### src/rtl/matmul_seq_engine_pkg.sv
// Shared definitions for the sequential matrix-multiply engine:
// FSM state encoding, counter sizing helper and the output saturation rule.
package matmul_pkg;

  localparam logic [1:0] S_IDLE  = 2'd0;
  localparam logic [1:0] S_MAC   = 2'd1;
  localparam logic [1:0] S_WRITE = 2'd2;
  localparam logic [1:0] S_DONE  = 2'd3;

  // Counter width for a dimension; a dimension of 1 still needs one bit.
  function automatic int clog2_min1(input int value);
    return (value <= 1) ? 1 : $clog2(value);
  endfunction

  // Clamp an accumulator (pre-extended to 128 bits by the caller) into the
  // signed or unsigned range of an out_width-bit result.
  function automatic logic [127:0] saturate(input logic [127:0] acc,
                                            input int out_width,
                                            input logic is_signed,
                                            output logic clipped);
    logic [127:0] one_v;
    logic [127:0] max_v;
    logic [127:0] min_v;
    logic [127:0] result;
    one_v   = 128'd1;
    clipped = 1'b0;
    result  = acc;
    if (is_signed) begin
      max_v = (one_v << (out_width - 1)) - one_v;
      min_v = ~max_v;
      if ($signed(acc) > $signed(max_v)) begin
        result  = max_v;
        clipped = 1'b1;
      end else if ($signed(acc) < $signed(min_v)) begin
        result  = min_v;
        clipped = 1'b1;
      end
    end else begin
      max_v = (one_v << out_width) - one_v;
      if (acc > max_v) begin
        result  = max_v;
        clipped = 1'b1;
      end
    end
    return result;
  endfunction

endpackage

### src/rtl/matmul_seq_engine_if.sv
// Operand, result and handshake bundle between the operand buffers / result
// consumer (master) and the matrix-multiply engine (slave).
interface matmul_seq_engine_if #(
  parameter int M         = 4,
  parameter int P         = 4,
  parameter int N         = 4,
  parameter int WIDTH     = 16,
  parameter int OUT_WIDTH = 32
);
  logic [0:M*P*WIDTH-1]     matrix_A;
  logic [0:P*N*WIDTH-1]     matrix_B;
  logic                     a_stb;
  logic                     b_stb;
  logic                     signed_mode;
  logic                     acc_en;
  logic                     c_ack;
  logic                     a_ack;
  logic                     b_ack;
  logic [0:M*N*OUT_WIDTH-1] matrix_C;
  logic                     c_stb;
  logic                     busy;
  logic                     overflow;

  modport master (
    output matrix_A, matrix_B, a_stb, b_stb, signed_mode, acc_en, c_ack,
    input  a_ack, b_ack, matrix_C, c_stb, busy, overflow
  );

  modport slave (
    input  matrix_A, matrix_B, a_stb, b_stb, signed_mode, acc_en, c_ack,
    output a_ack, b_ack, matrix_C, c_stb, busy, overflow
  );
endinterface

### src/rtl/matmul_seq_engine_mac_unit.sv
// Shared multiply-accumulate datapath: one signed or unsigned product per
// cycle, either loaded on top of an initial value or added to the running sum.
module mac_unit #(
  parameter int WIDTH     = 16,
  parameter int ACC_WIDTH = 36
) (
  input  logic                 clk,
  input  logic                 rst,
  input  logic                 clear,
  input  logic                 load,
  input  logic                 en,
  input  logic                 signed_mode,
  input  logic [WIDTH-1:0]     a,
  input  logic [WIDTH-1:0]     b,
  input  logic [ACC_WIDTH-1:0] init,
  output logic [ACC_WIDTH-1:0] acc
);

  logic [2*WIDTH-1:0]   prod;
  logic [ACC_WIDTH-1:0] prod_ext;

  // Extending both operands by their mode-dependent MSB makes the low 2*WIDTH
  // bits of one multiplier correct for both signed and unsigned operands.
  always_comb begin
    prod = {{WIDTH{signed_mode & a[WIDTH-1]}}, a} *
           {{WIDTH{signed_mode & b[WIDTH-1]}}, b};
    prod_ext = {{(ACC_WIDTH-2*WIDTH){signed_mode & prod[2*WIDTH-1]}}, prod};
  end

  // Accumulator register: load starts a new element, en continues it.
  always_ff @(posedge clk or negedge rst) begin
    if (!rst)       acc <= '0;
    else if (clear) acc <= '0;
    else if (load)  acc <= init + prod_ext;
    else if (en)    acc <= acc + prod_ext;
  end

endmodule

### src/rtl/matmul_seq_engine.sv
// Sequential C = A x B (or C += A x B) engine: walks every (i,j) element,
// spends P cycles accumulating the inner product on one MAC and a write
// cycle saturating it into the retained C register.
module matmul_seq_engine
  import matmul_pkg::*;
#(
  parameter int M         = 4,
  parameter int P         = 4,
  parameter int N         = 4,
  parameter int WIDTH     = 16,
  parameter int OUT_WIDTH = 32,
  parameter int ACC_WIDTH = 2*WIDTH + $clog2(P) + 2
) (
  input logic clk,
  input logic rst,
  matmul_seq_engine_if.slave bus
);

  localparam int IW = clog2_min1(M);
  localparam int JW = clog2_min1(N);
  localparam int KW = clog2_min1(P);

  logic [1:0]               state;
  logic [IW-1:0]            row;
  logic [JW-1:0]            col;
  logic [KW-1:0]            step;
  logic [0:M*P*WIDTH-1]     a_reg;
  logic [0:P*N*WIDTH-1]     b_reg;
  logic [0:M*N*OUT_WIDTH-1] c_reg;
  logic                     sm_reg;
  logic                     ae_reg;
  logic                     ovf;
  logic                     a_ack_r;
  logic                     b_ack_r;

  logic                     start;
  logic [WIDTH-1:0]         a_elem;
  logic [WIDTH-1:0]         b_elem;
  logic [OUT_WIDTH-1:0]     c_old;
  logic [ACC_WIDTH-1:0]     init_val;
  logic [ACC_WIDTH-1:0]     acc;
  logic [OUT_WIDTH-1:0]     sat_val;
  logic                     clipped;

  assign start = (state == S_IDLE) && bus.a_stb && bus.b_stb;

  // Pick the operands and previous result for the current (i,j,k) position.
  always_comb begin
    a_elem   = a_reg[(int'(row)*P + int'(step))*WIDTH +: WIDTH];
    b_elem   = b_reg[(int'(step)*N + int'(col))*WIDTH +: WIDTH];
    c_old    = c_reg[(int'(row)*N + int'(col))*OUT_WIDTH +: OUT_WIDTH];
    init_val = '0;
    if (ae_reg)
      init_val = {{(ACC_WIDTH-OUT_WIDTH){sm_reg & c_old[OUT_WIDTH-1]}}, c_old};
  end

  mac_unit #(.WIDTH(WIDTH), .ACC_WIDTH(ACC_WIDTH)) u_mac (
    .clk         (clk),
    .rst         (rst),
    .clear       (start),
    .load        ((state == S_MAC) && (step == '0)),
    .en          (state == S_MAC),
    .signed_mode (sm_reg),
    .a           (a_elem),
    .b           (b_elem),
    .init        (init_val),
    .acc         (acc)
  );

  // Clamp the finished inner product into the C element range.
  always_comb begin
    clipped = 1'b0;
    sat_val = OUT_WIDTH'(saturate({{(128-ACC_WIDTH){sm_reg & acc[ACC_WIDTH-1]}}, acc},
                                  OUT_WIDTH, sm_reg, clipped));
  end

  // Job sequencing: capture, per-element MAC/WRITE walk, then hold until acked.
  always_ff @(posedge clk or negedge rst) begin
    if (!rst) begin
      state   <= S_IDLE;
      row     <= '0;
      col     <= '0;
      step    <= '0;
      a_reg   <= '0;
      b_reg   <= '0;
      c_reg   <= '0;
      sm_reg  <= 1'b0;
      ae_reg  <= 1'b0;
      ovf     <= 1'b0;
      a_ack_r <= 1'b0;
      b_ack_r <= 1'b0;
    end else begin
      a_ack_r <= 1'b0;
      b_ack_r <= 1'b0;
      case (state)
        S_IDLE: begin
          if (start) begin
            a_reg   <= bus.matrix_A;
            b_reg   <= bus.matrix_B;
            sm_reg  <= bus.signed_mode;
            ae_reg  <= bus.acc_en;
            a_ack_r <= 1'b1;
            b_ack_r <= 1'b1;
            ovf     <= 1'b0;
            row     <= '0;
            col     <= '0;
            step    <= '0;
            state   <= S_MAC;
          end
        end
        S_MAC: begin
          if (step == KW'(P-1)) begin
            step  <= '0;
            state <= S_WRITE;
          end else begin
            step <= step + 1'b1;
          end
        end
        S_WRITE: begin
          c_reg[(int'(row)*N + int'(col))*OUT_WIDTH +: OUT_WIDTH] <= sat_val;
          if (clipped) ovf <= 1'b1;
          state <= S_MAC;
          if (col == JW'(N-1)) begin
            col <= '0;
            if (row == IW'(M-1)) begin
              row   <= '0;
              state <= S_DONE;
            end else begin
              row <= row + 1'b1;
            end
          end else begin
            col <= col + 1'b1;
          end
        end
        default: begin
          if (bus.c_ack) state <= S_IDLE;
        end
      endcase
    end
  end

  assign bus.a_ack    = a_ack_r;
  assign bus.b_ack    = b_ack_r;
  assign bus.matrix_C = c_reg;
  assign bus.c_stb    = (state == S_DONE);
  assign bus.busy     = (state != S_IDLE);
  assign bus.overflow = ovf;

endmodule

### src/flat_wrapper.sv
// flat-port wrapper written by rule: the top's interface ports become plain ports
module matmul_seq_engine_flat import matmul_pkg::*;
#(
  parameter int M         = 4,
  parameter int P         = 4,
  parameter int N         = 4,
  parameter int WIDTH     = 16,
  parameter int OUT_WIDTH = 32,
  parameter int ACC_WIDTH = 2*WIDTH + $clog2(P) + 2
)
  (clk, rst, bus_matrix_A, bus_matrix_B, bus_a_stb, bus_b_stb, bus_signed_mode, bus_acc_en, bus_c_ack, bus_a_ack, bus_b_ack, bus_matrix_C, bus_c_stb, bus_busy, bus_overflow);
  matmul_seq_engine_if #(.M(M), .P(P), .N(N), .WIDTH(WIDTH), .OUT_WIDTH(OUT_WIDTH)) bus_i ();
  input logic clk;
  input logic rst;
  input wire logic [$bits(bus_i.matrix_A)-1:0] bus_matrix_A;
  input wire logic [$bits(bus_i.matrix_B)-1:0] bus_matrix_B;
  input wire logic [$bits(bus_i.a_stb)-1:0] bus_a_stb;
  input wire logic [$bits(bus_i.b_stb)-1:0] bus_b_stb;
  input wire logic [$bits(bus_i.signed_mode)-1:0] bus_signed_mode;
  input wire logic [$bits(bus_i.acc_en)-1:0] bus_acc_en;
  input wire logic [$bits(bus_i.c_ack)-1:0] bus_c_ack;
  output wire logic [$bits(bus_i.a_ack)-1:0] bus_a_ack;
  output wire logic [$bits(bus_i.b_ack)-1:0] bus_b_ack;
  output wire logic [$bits(bus_i.matrix_C)-1:0] bus_matrix_C;
  output wire logic [$bits(bus_i.c_stb)-1:0] bus_c_stb;
  output wire logic [$bits(bus_i.busy)-1:0] bus_busy;
  output wire logic [$bits(bus_i.overflow)-1:0] bus_overflow;
  assign bus_i.matrix_A = bus_matrix_A;
  assign bus_i.matrix_B = bus_matrix_B;
  assign bus_i.a_stb = bus_a_stb;
  assign bus_i.b_stb = bus_b_stb;
  assign bus_i.signed_mode = bus_signed_mode;
  assign bus_i.acc_en = bus_acc_en;
  assign bus_i.c_ack = bus_c_ack;
  assign bus_a_ack = bus_i.a_ack;
  assign bus_b_ack = bus_i.b_ack;
  assign bus_matrix_C = bus_i.matrix_C;
  assign bus_c_stb = bus_i.c_stb;
  assign bus_busy = bus_i.busy;
  assign bus_overflow = bus_i.overflow;
  matmul_seq_engine #(.M(M), .P(P), .N(N), .WIDTH(WIDTH), .OUT_WIDTH(OUT_WIDTH), .ACC_WIDTH(ACC_WIDTH)) u_core (.clk(clk), .rst(rst), .bus(bus_i));
endmodule
### config.mk
export PLATFORM = sky130hd
export DESIGN_NAME = matmul_seq_engine_flat
export DESIGN_NICKNAME = d
export VERILOG_FILES = /design/src/rtl/matmul_seq_engine_pkg.sv /design/src/rtl/matmul_seq_engine_if.sv /design/src/rtl/matmul_seq_engine_mac_unit.sv /design/src/rtl/matmul_seq_engine.sv /design/src/flat_wrapper.sv
export SDC_FILE = /design/constraint.sdc
export NUM_CORES = 2
export LEC_CHECK = 0
export BUFFER_PORTS_ARGS = -buffer_cell sky130_fd_sc_hd__buf_2
export CELL_PAD_IN_SITES_DETAIL_PLACEMENT = 1
export CELL_PAD_IN_SITES_GLOBAL_PLACEMENT = 1
export CORE_MARGIN = 2
export CORE_UTILIZATION = 34
export CTS_BUF_LIST = sky130_fd_sc_hd__clkbuf_2
export CTS_CLUSTER_SIZE = 28
export DETAILED_ROUTE_END_ITERATION = 8
export HOLD_SLACK_MARGIN = 0.1
export PLACE_DENSITY_LB_ADDON = 0.1
export REMOVE_ABC_BUFFERS = 1
export SLEW_MARGIN = 20
export SYNTH_ARGS = -nofsm -noshare
export SYNTH_HDL_FRONTEND = slang
export SYNTH_HIERARCHICAL = 1
export SYNTH_SLANG_ARGS = --single-unit
### constraint.sdc
create_clock -name clk -period 12.1 [get_ports clk]
set_clock_uncertainty 0.1 [all_clocks]
set_input_delay 2.42 -clock clk [delete_from_list [all_inputs] [get_ports clk]]
set_output_delay 2.42 -clock clk [all_outputs]
set_load 0.01 [all_outputs]
Yosys cells after proc, flatten, opt, wreduce, memory -nomap -nowiden
Index checks and enable logic that the tools add are counted.

Reductions and logical operators: 16. Shifts and indexed selects: 5. Muxes and demuxes: 32. Add/subtract/negate cells: 9. Equal/unequal tests: 10. Order comparisons: 3. Bitwise operators: 8. $mul: 1.

Operator list (count): $shiftx 256x32->257 (2); $shift 513x33->512 const A (1); $shiftx 512x32->513 (1); $shiftx 513x33->512 (1); $bwmux 512 (1); $mux 36 (4); $gt 128x32->1 const B (1); $mux 32 (4); $not 32->32 (3); $add 36x36->36 (2); $gt 37x32->1 const B (1); $lt 37x32->1 const B (1); $neg 32->33 (1); $mul 17x17->32 (1); $mux 2 (10); $add 4x2->5 (3); $pmux 2 s2 (3); $eq 2x2->1 const B (5); $reduce_and 3->1 (3); $mux 1 (8); $ne 2x1->1 const B (4); $add 2x1->2 const B (3); $pmux 2 s3 (1); $reduce_and 2->1 (3); other kinds (8) (17).

Register bits: 1072. Output and inout port bits: 517. Input port bits: 519. Logic and storage cells: 96.

Depth between registers and ports, before layout
Depth in word-level cells: 10. Mapped depth: 42. Gate-level depth less buffers: 38.

By module
Netlist, hierarchy kept.

By module, submodules not included: matmul_seq_engine (area each 46100.5 sq um, times used 1, cells an instance 4755, sequential area each 25924.9 sq um); mac_unit (area each 13873.3 sq um, times used 1, cells an instance 1555, sequential area each 900.9 sq um).

Worst setup path before layout
Ideal clock, no wire load.

Path type: register to register. From: reg u_core.col[0]. To: reg u_core.u_mac.acc[33]. Setup time: 0.129 ns. Cell stages (with the launch flop): 35. Path buffers: 5. Slack: 2.784 ns. Arrival: 9.087 ns. Cells stage by stage: dfrtp_1 buf_6 buf_6 buf_2 mux4_2 a22oi_1 nand2_1 clkbuf_1 nand2_1 inv_1 fa_1 inv_1 fa_1 inv_1 fa_1 fa_1 fa_1 inv_1 fa_1 inv_1 ha_1 or2_2 a21oi_1 a31oi_1 a21oi_1 xnor2_1 ha_1 clkbuf_1 a211oi_1 a31oi_1 a22o_1 or4_1 a31oi_1 xor2_1 o21ai_1.

RTL lines: start: declaration (RTL line matmul_seq_engine.sv:25) `logic [JW-1:0] col;`; start signal: assignment (RTL line matmul_seq_engine.sv:132) `col <= col + 1'b1;`; $add 4x2->5 (*) (RTL line matmul_seq_engine.sv:50) `b_elem = b_reg[(int'(step)*N + int'(col))*WIDTH +: WIDTH];`; $not 32->32 (not written as such) (*) (RTL line matmul_seq_engine.sv:50); $shiftx 256x32->257 (*) (RTL line matmul_seq_engine.sv:50); named net u_core.b_elem[2] (RTL line matmul_seq_engine.sv:38) `logic [WIDTH-1:0] b_elem;`; $mul 17x17->32 (*) (RTL line matmul_seq_engine_mac_unit.sv:25) `prod = {{WIDTH{signed_mode & a[WIDTH-1]}}, a} *`; $and 1x1->1 (RTL line matmul_seq_engine_mac_unit.sv:27) `prod_ext = {{(ACC_WIDTH-2*WIDTH){signed_mode & prod[2*WIDTH-1]}}, prod};`; $add 36x36->36 (RTL line matmul_seq_engine_mac_unit.sv:35) `else if (en) acc <= acc + prod_ext;`; $mux 36 (RTL line matmul_seq_engine_mac_unit.sv:35); $mux 36 (*) (RTL line matmul_seq_engine_mac_unit.sv:34) `else if (load) acc <= init + prod_ext;`; $mux 36 (*) (RTL line matmul_seq_engine_mac_unit.sv:33) `else if (clear) acc <= '0;`; end signal: assignment (RTL line matmul_seq_engine_mac_unit.sv:34); end signal: assignment (RTL line matmul_seq_engine_mac_unit.sv:35); end: declaration (RTL line matmul_seq_engine_mac_unit.sv:16) `output logic [ACC_WIDTH-1:0] acc`.

Mark *: on every way through the listed nets, which the timed path passes. The rest lies on a longest branch. The select of a mux whose other input is x is not followed. A chain may end at the register's enable or synchronous reset.

Worst setup path after layout
From: reg u_core.row[0]. To: reg u_core.u_mac.acc[33].

RTL lines: start: declaration (RTL line matmul_seq_engine.sv:24) `logic [IW-1:0] row;`; start signal: assignment (RTL line matmul_seq_engine.sv:129) `row <= row + 1'b1;`; $add 4x2->5 (*) (RTL line matmul_seq_engine.sv:49) `a_elem = a_reg[(int'(row)*P + int'(step))*WIDTH +: WIDTH];`; $not 32->32 (not written as such) (*) (RTL line matmul_seq_engine.sv:49); $shiftx 256x32->257 (*) (RTL line matmul_seq_engine.sv:49); named net u_core.a_elem[6] (RTL line matmul_seq_engine.sv:37) `logic [WIDTH-1:0] a_elem;`; $mul 17x17->32 (*) (RTL line matmul_seq_engine_mac_unit.sv:25); $and 1x1->1 (RTL line matmul_seq_engine_mac_unit.sv:27); $add 36x36->36 (RTL line matmul_seq_engine_mac_unit.sv:35); $mux 36 (RTL line matmul_seq_engine_mac_unit.sv:35); $mux 36 (*) (RTL line matmul_seq_engine_mac_unit.sv:34); $mux 36 (*) (RTL line matmul_seq_engine_mac_unit.sv:33).

Marks and branches as above.

==> metrics.txt <==
status complete, no violations; Worst path most repeated cell fa_1; dpl cells ~9400; CP max-delay cell dfrtp_4; WL/cell 27.4 µm; flop2flop setup slack around 1000 ps; initial detailed-routing violation count between 3000 and 4000; CP top delay family adder cells; quantity of I/O buffers inserted on ports 1035; most common cell after layout, fill and taps aside nand2_1; Mapped Area 60000 µm²; Root Driver clkbuf_2; Layout Cells excl Fill 9954; Final Hold Viols 0; fmax approximately 0.09 GHz; area delta synth->final 17.2%; die area 180000 µm²; # clock sinks 1072; post-route cell area between 70000 and 80000 µm²; Synth cell types 70; max reg flops roughly 510; Post-CTS Hold Buffers 0; initial antenna violation count 44; Synth Register Bits between 1000 and 1500; Die Y 424 µm; placed cell areas 67500 µm²; Antenna Nets Post-Route 0; CP startpoint kind flip-flop; CTS buffer count between 300 and 400; clock period minus worst slack 11090 ps; GRT Overall Usage 0.300; EDFF count, synth 0; Worst path depth 31; commonest non-fill, non-tap cells in the layout 2327 x nand2_1, 1067 x dfrtp_1, 1034 x buf_2, 552 x o21ai_0, 484 x clkbuf_2; grt total ovfl 0; ratio of cells with drive above 1 in the final layout 0.253; worst path bufs/invs 4; yosys warns 6; # IOs 1036; Avg Cell Area, Syn 9.50 µm²; clock transition at the registers of the reported paths 110 ps; CP max stage delay 890 ps; Horiz. Die Dim between 400 and 500 µm; sequential share of the synthesized area 0.447; R2R Path Start u_core/row[0]; CP endpoint u_core/u_mac/acc[33]; min-delay worst type reg2reg; initial core utilization 0.341; first-pass GRT wire length ~390 mm; Final setup violation count 0; Crit Path Max Fanout 38; drt pass-1 iters 5; vias in the first global route 55100; DP HPWL a little under 200 mm; Clock Tree Buf Depth 4; CP Capture Type flip-flop; nets 8312; Routed WL 273 mm; core area 176000 µm²; Slew Limit Fails 0; crit share post-route 0.917; Max Cap Viol 0; Std-Cell Rows roughly 150; RSZ-0062 raised after global routing no; r2r endpoint u_core/u_mac/acc[33]; H-tree Lvls 5; slew margin rel. 0.123; Worst R2R Path Depth 31; Hold Path Stages 2; clk_lat worst skew roughly 1900 ps; CTS resizes 0; data required time at the worst endpoint between 10000 and 15000 ps; main flop type after synthesis dfrtp_1; vias 51900; Arr. time, crit path around 13000 ps; TNS Setup 0 ps; Synth async-reset ratio 1.00; routed vias/inst 5.21; CP Class reg2reg; DRC violations left 0; largest net degree at the start of global routing 185; Syn Inst Count 6310; postcts setup bufs 0; GPL Wtd Cong 0.886; CTS tree yes; Tightest Pin Transition 1320 ps; crit path from u_core/row[0]
==> per-layer routing <==
metal	global-route usage	wire, µm
met1	0.388	115000
met2	0.485	129000
met3	0.0585	16100
met4	0.137	13300
met5	0	166
==> synth_stat cells, types with 9 or more instances <==
library cell | instances | share of area
a21o_1 | 20 | 0.0025
a21oi_1 | 58 | 0.0048
a22o_1 | 10 | 0.0015
a22oi_1 | 125 | 0.016
and2_1 | 125 | 0.013
and3_1 | 14 | 0.0015
buf_1 | 15 | 0.00094
buf_2 | 75 | 0.0063
buf_4 | 18 | 0.0023
clkbuf_1 | 258 | 0.016
clkbuf_2 | 32 | 0.0027
dfrtp_1 | 1072 | 0.45
fa_1 | 283 | 0.094
ha_1 | 129 | 0.027
inv_1 | 356 | 0.022
mux2_2 | 34 | 0.0064
mux2i_1 | 208 | 0.035
mux4_2 | 162 | 0.061
nand2_1 | 2334 | 0.15
nand2b_1 | 19 | 0.0020
nand3_1 | 25 | 0.0021
nand4_1 | 9 | 0.00094
nor2_1 | 95 | 0.0059
nor2b_1 | 12 | 0.0013
o21a_1 | 10 | 0.0013
o21ai_0 | 552 | 0.046
o21ai_1 | 22 | 0.0018
o22ai_1 | 64 | 0.0067
or2_2 | 10 | 0.0010
xnor2_1 | 42 | 0.0061
xor2_1 | 28 | 0.0041
==> cell type report <==
type / instances / area (µm²)
Inverter: 356 / 1340
Clock buffer: 484 / 2420
Sequential cell: 1072 / 26800
Tap cell: 2340 / 2930
Multi-Input combinational cell: 4477 / 30200
Fill cell: 20900 / 105000
Timing Repair Buffer: 1152 / 6230
Clock inverter: 45 / 205
Antenna cell: 28 / 70.1
==> how the worst min path moves through the flow <==
stage / slack [ps] / endpoint / startpoint
2_1_floorplan: 340 / u_core/a_reg[100] / u_core/a_reg[100]
3_3_place_gp: 350 / u_core/b_reg[47] / u_core/b_reg[47]
3_5_place_dp: 360 / u_core/a_reg[39] / u_core/a_reg[39]
4_1_cts: 380 / u_core/a_reg[39] / u_core/a_reg[39]
5_1_grt: 400 / u_core/a_reg[227] / u_core/a_reg[227]
6_report: 380 / u_core/a_reg[39] / u_core/a_reg[39]
==> cell families after synthesis <==
| family | synth area share |
|---|---|
| xor gates and xnor gates | 0.0106 |
| muxes | 0.102 |
| adders and majority gates | 0.121 |
| AOI/OAI and AO/OA | 0.0908 |
| and+or+nand+nor | 0.176 |
| DFF | 0.447 |
| buffers and inverters | 0.0519 |
==> per-stage QoR <==
| stage | util | setup WS, ps | hold slack [ps] |
|---|---|---|---|
| final | 0.400 | 1010 | 376 |
| after global routing | 0.400 | 231 | 401 |
| after CTS | 0.399 | 972 | 381 |
| after detailed placement | 0.384 | 1040 | 360 |
| after global placement | 0.384 | 1160 | 352 |
| after floorplan | - | -23250 | 340 |
==> worst reg2reg max path: cells and delay by family, from the launching register on <==
kind / cells / cell delay, ps
compound gates: 13 / 3720
xor+xnor: 1 / 170
fa+ha+maj: 8 / 3820
buf+inv: 4 / 190
flops: 1 / 890
simple gates: 5 / 1970
Power is left out: the tool's default activity adds up to more than one toggle a clock period on the data nets, which glitch-free logic cannot reach.
